<file path="src/rtl/delay_line_pipe.sv">
// Enabled shift-register delay line with a selectable output tap and a
// registered count of valid stages.
module delay_line_pipe #(
    parameter int WIDTH = 1,
    parameter int DEPTH = 3,
    parameter int DW    = $clog2(DEPTH + 1)
) (
    input  logic                   clk,
    input  logic                   rst,
    input  logic                   en,
    input  logic                   flush,
    input  logic                   in_valid,
    input  logic [WIDTH-1:0]       in_data,
    input  logic [DW-1:0]          dly,
    output logic                   out_valid,
    output logic [WIDTH-1:0]       out_data,
    output logic [WIDTH*DEPTH-1:0] taps,
    output logic [DW-1:0]          occ
);

    logic [WIDTH-1:0] stg [DEPTH];
    logic [DEPTH-1:0] v;
    logic [DEPTH-1:0] v_shift;
    logic [DW-1:0]    occ_q;
    logic [DW-1:0]    occ_shift;
    logic [DW-1:0]    sel;

    // Valid vector as it will look after a shift; occ is counted from this
    // so it lands on the same edge as v.
    always_comb begin
        v_shift    = '0;
        v_shift[0] = in_valid;
        for (int k = 1; k < DEPTH; k++) begin
            v_shift[k] = v[k-1];
        end
    end

    always_comb begin
        occ_shift = '0;
        for (int k = 0; k < DEPTH; k++) begin
            occ_shift = occ_shift + DW'(v_shift[k]);
        end
    end

    always_ff @(posedge clk) begin
        if (rst) begin
            for (int k = 0; k < DEPTH; k++) begin
                stg[k] <= '0;
            end
            v     <= '0;
            occ_q <= '0;
        end else if (flush) begin
            v     <= '0;
            occ_q <= '0;
        end else if (en) begin
            stg[0] <= in_data;
            for (int k = 1; k < DEPTH; k++) begin
                stg[k] <= stg[k-1];
            end
            v     <= v_shift;
            occ_q <= occ_shift;
        end
    end

    // Tap index is clamp(dly, 1, DEPTH) - 1.
    always_comb begin
        if (dly == '0) begin
            sel = '0;
        end else if (dly > DW'(DEPTH)) begin
            sel = DW'(DEPTH - 1);
        end else begin
            sel = dly - 1'b1;
        end
    end

    always_comb begin
        out_data  = '0;
        out_valid = 1'b0;
        for (int k = 0; k < DEPTH; k++) begin
            if (sel == DW'(k)) begin
                out_data  = stg[k];
                out_valid = v[k];
            end
        end
    end

    for (genvar k = 0; k < DEPTH; k++) begin : g_taps
        assign taps[k*WIDTH +: WIDTH] = stg[k];
    end

    assign occ = occ_q;

endmodule

</file>
<file path="config.mk">
export PLATFORM = sky130hd
export DESIGN_NAME = delay_line_pipe
export DESIGN_NICKNAME = d
export VERILOG_FILES = /design/src/rtl/delay_line_pipe.sv
export SDC_FILE = /design/constraint.sdc
export NUM_CORES = 1
export LEC_CHECK = 0
export CORE_AREA = 2 2 39 41
export CTS_BUF_LIST = sky130_fd_sc_hd__clkbuf_4 sky130_fd_sc_hd__clkbuf_8
export DETAILED_ROUTE_END_ITERATION = 16
export DIE_AREA = 0 0 41 43
export GPL_TIMING_DRIVEN = 0
export SYNTH_ARGS = -nofsm -noshare
export SYNTH_HDL_FRONTEND = slang
export SYNTH_SLANG_ARGS = --single-unit
</file>
<file path="constraint.sdc">
create_clock -name clk -period 1.5 [get_ports clk]
set_input_delay 0.3 -clock clk [delete_from_list [all_inputs] [get_ports clk]]
set_output_delay 0.3 -clock clk [all_outputs]
set_load 0.05 [all_outputs]
</file>
# After elaboration in Yosys (flattened, before gate mapping)
# Memory sizes are Yosys's and may differ from the RTL's.
# Index checks and enable logic that the tools add are counted.
classes:
  add_sub_neg: 3
  bitwise: 3
  reduce_logical: 3
  n_eq_ne: 2
  magnitude_cmp: 1
  mux: 17
ops:
  columns: ["op", "count"]
  rows:
  - ["2-to-1 mux 1 bit", 15]
  - ["logical NOT 2 bit", 2]
  - ["2-to-1 mux 2 bit", 2]
  - ["OR 1 bit", 3]
  - ["adder 1 x 1 -> 2 bit", 1]
  - ["adder 2 x 1 -> 2 bit", 1]
  - ["equality test 2 x 1 -> 1 bit (second input constant)", 1]
  - ["equality test 2 bit (second input constant)", 1]
  - ["greater-than comparator 2 bit (second input constant)", 1]
  - ["OR reduction 2 bit", 1]
  - ["subtractor 2 x 1 -> 2 bit (second input constant)", 1]
totals:
  ramBits: 3
  wordCells: 32
  out_inout_bits: 7
  inputBits: 8
  memories: 1
  register_bits: 5
mem_list:
  columns: ["memory", "depth", "word_bits", "read_ports", "rd_clocked_by_memory_dff", "write_ports", "line_no", "source"]
  rows:
  - ["stg", 3, 1, 3, 0, 3, "21", "logic [WIDTH-1:0] stg [DEPTH];"]

# Longest topological paths before layout
# Gate-level depths: netlist of run 1.
depth:
  depth_word: 7
  mapped_depth: 3

# Worst setup path before layout of run 1
# Ideal clock, no wire load.
synth_path:
  path_kind: "register to output"
  start: "memory stg[1][0], in the netlist stg[0][1]"
  end: "output port out_data"
  required_ns: 1.200
  n_path_buf: 0
  path_stages_with_launch: 3
  slack_ns: -0.372
  arrival_time_ns: 1.572
  cell_sequence: "edfxtp_1 > mux2i_1 > a21oi_1"
synth_rtl:
  columns: ["item", "line_no", "source"]
  rows:
  - ["start, declared", "21", null]
  - ["end, declared", "16", "output logic [WIDTH-1:0] out_data,"]

==> results of run 1 <==
-- logic make-up after synthesis --
family,count (synthesis),share of synthesized area (%)
DFF,8,51.7
AOI/OAI and AO/OA,3,5.10
buffers and inverters,2,3.06
adders and majority gates,1,5.44
and+or+nand+nor,12,15.6
muxes,7,19.0
-- Yosys cell counts --
| master | count | area, um^2 |
|---|---|---|
| a21o_2 | 1 | 8.76 |
| a21oi_1 | 2 | 10.0 |
| and3_1 | 3 | 18.8 |
| buf_4 | 1 | 7.51 |
| dfxtp_1 | 5 | 100 |
| edfxtp_1 | 3 | 90.1 |
| fa_1 | 1 | 20.0 |
| inv_1 | 1 | 3.75 |
| mux2i_1 | 7 | 70.1 |
| nor2_1 | 8 | 30.0 |
| or2_4 | 1 | 8.76 |
-- metrics by stage --
| stage | area (um^2) | utilization (%) | setup WS, ns | TNS [ns] |
|---|---|---|---|---|
| final | 562 | 40.6 | 0.0403 | 0 |
| after global routing | 562 | 40.6 | 0.00854 | 0 |
| after CTS | 553 | 40.0 | 0.00439 | 0 |
| after detailed placement | 533 | 38.5 | -0.703 | -1.42 |
| after global placement | 533 | 38.5 | -0.706 | -1.40 |
| after floorplan | 383 | - | -0.0130 | -0.0130 |
-- cell type report --
type / count / area share (%)
Sequential cell: 8 / 33.9
Multi-Input combinational cell: 23 / 33.0
Timing Repair Buffer: 14 / 22.3
Clock buffer: 4 / 5.35
Tap cell: 16 / 3.56
Buffer: 1 / 1.34
Inverter: 1 / 0.668
-- power by group through the flow --
stage	Combinational [mW]	Sequential, mW	Clock [mW]
after floorplan	0.0479	0.266	0
after global placement	0.115	0.244	0
after detailed placement	0.116	0.244	0
after CTS	0.110	0.240	0.203
after global routing	0.121	0.241	0.214
final	0.113	0.240	0.196
-- worst max-delay path by stage --
stage                     endpoint  slack, ns
after floorplan           out_data      -0.01
after global placement    out_data      -0.71
after detailed placement  out_data      -0.70
after CTS                  taps[1]      0.004
after global routing       taps[1]      0.009
final                      taps[1]       0.04
-- sequential cells by signal, indices dropped and copies added, names as in the netlist --
register  cells
stg           3
occ           2
v             3
-- layer usage --
metal | wire [um] | part of all wire (%) | vias up | track usage [%]
li1 | - | - | 153 | -
met1 | 328 | 49 | 124 | 13.0
met2 | 280 | 42 | 13 | 10.9
met3 | 57 | 8.5 | 2 | 4.71
met4 | 7 | 1.0 | 0 | 10.0
met5 | 0 | 0 | - | 0
-- timing repair --
action | 4_1_cts | 5_1_grt
endpoints found under the hold margin | 0 | 0
buffers inserted | 0 | 1
resized for setup | 20 | 4
setup endpoints to repair | 7 | 3
==> flow_summary.toml, run 1 <==
[run_status]
status = "complete, no violations"

[routing]
drt_drc_violations_left = 0
wl_per_cell_um = 10.1
vias = 292
routed_via_density = 4.36
dr.pass1.iters = 2
drt-initial-drc-count = 4
antenna_left = 0
totalWireLength_um = 674

[critical_path]
crit_slowest_cell = "clkdlybuf4s15_1"
cp_slowest_stage_delay_ns = 0.52
endpoint_kind = "primary output"
crit_start = "stg[0][1]"
worstReg2RegEnd = "occ[0]"
crit_buf_inv = 1
cp.arrival_ns = 1.16
path_max_fanout = 3
regToRegSetupSlack_ns = 0.37
crit_type = "reg -> out"
cp_cell_sequence = "clkdlybuf4s15_1"
crit_cells = 1
worstReg2RegStart = "v[0]"
critical_path.top_delay_family = "buffers and inverters"
cp-start-kind = "flop"
rr_worst_depth = 3
required_ns = 1.20

[power]
vdd_drop_max_mv = 0.476
switchingPower_uw = 150
p_comb_share_pct = 20.5
p_clk_share_pct = 35.8
internal_power_uw = 399
power.density_nw_per_um2 = 977
seqPwrFrac_pct = 43.7
power.total_uw = 549
netSwitchingFraction_pct = 27.3
p_leak_nw = 0.263

[synth]
seq_area_frac_synth_pct = 51.7
avgSynthCellArea_um2 = 11.1
synth_cells = 33
ys_types = 11
syn_nets = 42
syn_area_um2 = 368
synth_warnings = 0
synth-seq-cells = 8

[cells_and_area]
fin_nets = 61
n_antenna_cell = 0
final_cells = 67
synthToLayoutAreaGrowth_pct = 52.7
multi_input_area_um2 = 185
seqCellArea_um2 = 190
layout_commonest_cell = "nor2_1"
drive_above_1_share_pct = 27.5
fillers = 142
final_cell_mix = "8 x nor2_1, 6 x mux2i_1, 5 x dlygate4sd2_1, 5 x dfxtp_1"

[sta]
finalCritPeriodShare_pct = 97.3
drv_slew = 0
worst_slew_pin_slew_ns = 0.486
period_minus_slack_ns = 1.46
fmax_ghz = 0.685
whs_ns = 0.380
slew_headroom_pct = 67.7
skew_ns = 0.00962
rsz0062_at_grt = "no"
setup_viol_count_final = 0
hold_viol = 0

[clock_tree]
cts.hold.buffers_added = 0
clock-root-buffer = "clkbuf_4"
clk_pin_slew_ns = 0.06
cts_tree = "yes"
numCtsBuffers = 3
cts_max_path_buffers = 2
cts_sinks = 8
htree_levels = 1
clk_latency_ns = 0.26

[placed_design]
place.gp.congestion = 0.723
dp.cells = 62
place_hpwl_um = 495
port_buffers = 13

[global_routing]
antenna_found_initial = 0
grt_max_degree = 10
grt_pass1_wl_mm = 1.08
grt_pass1_vias = 260
overflow = 0
grt_usage_pct = 9.95

[floorplanning]
die-width_um = 41
start_util_pct = 26.6
die_h_um = 43
rows = 14
die_area_um2 = 1760
core_um2 = 1380
io_pins = 15

[min_path]
whs_path_depth = 3
hold_end = "v[1]"
worstHoldPathType = "in -> reg"
min_from = "en"

[job]
maxCapViolations = 0
Note: power is estimated with default switching activity, not from simulation.
==> inputs of run 2 (changes only) <==
- CTS_CLUSTER_SIZE: unset -> 40
- SLEW_MARGIN: unset -> 10
==> results of run 2 <==
No change in the layout: final DEF, timing and power equal those of run 1.
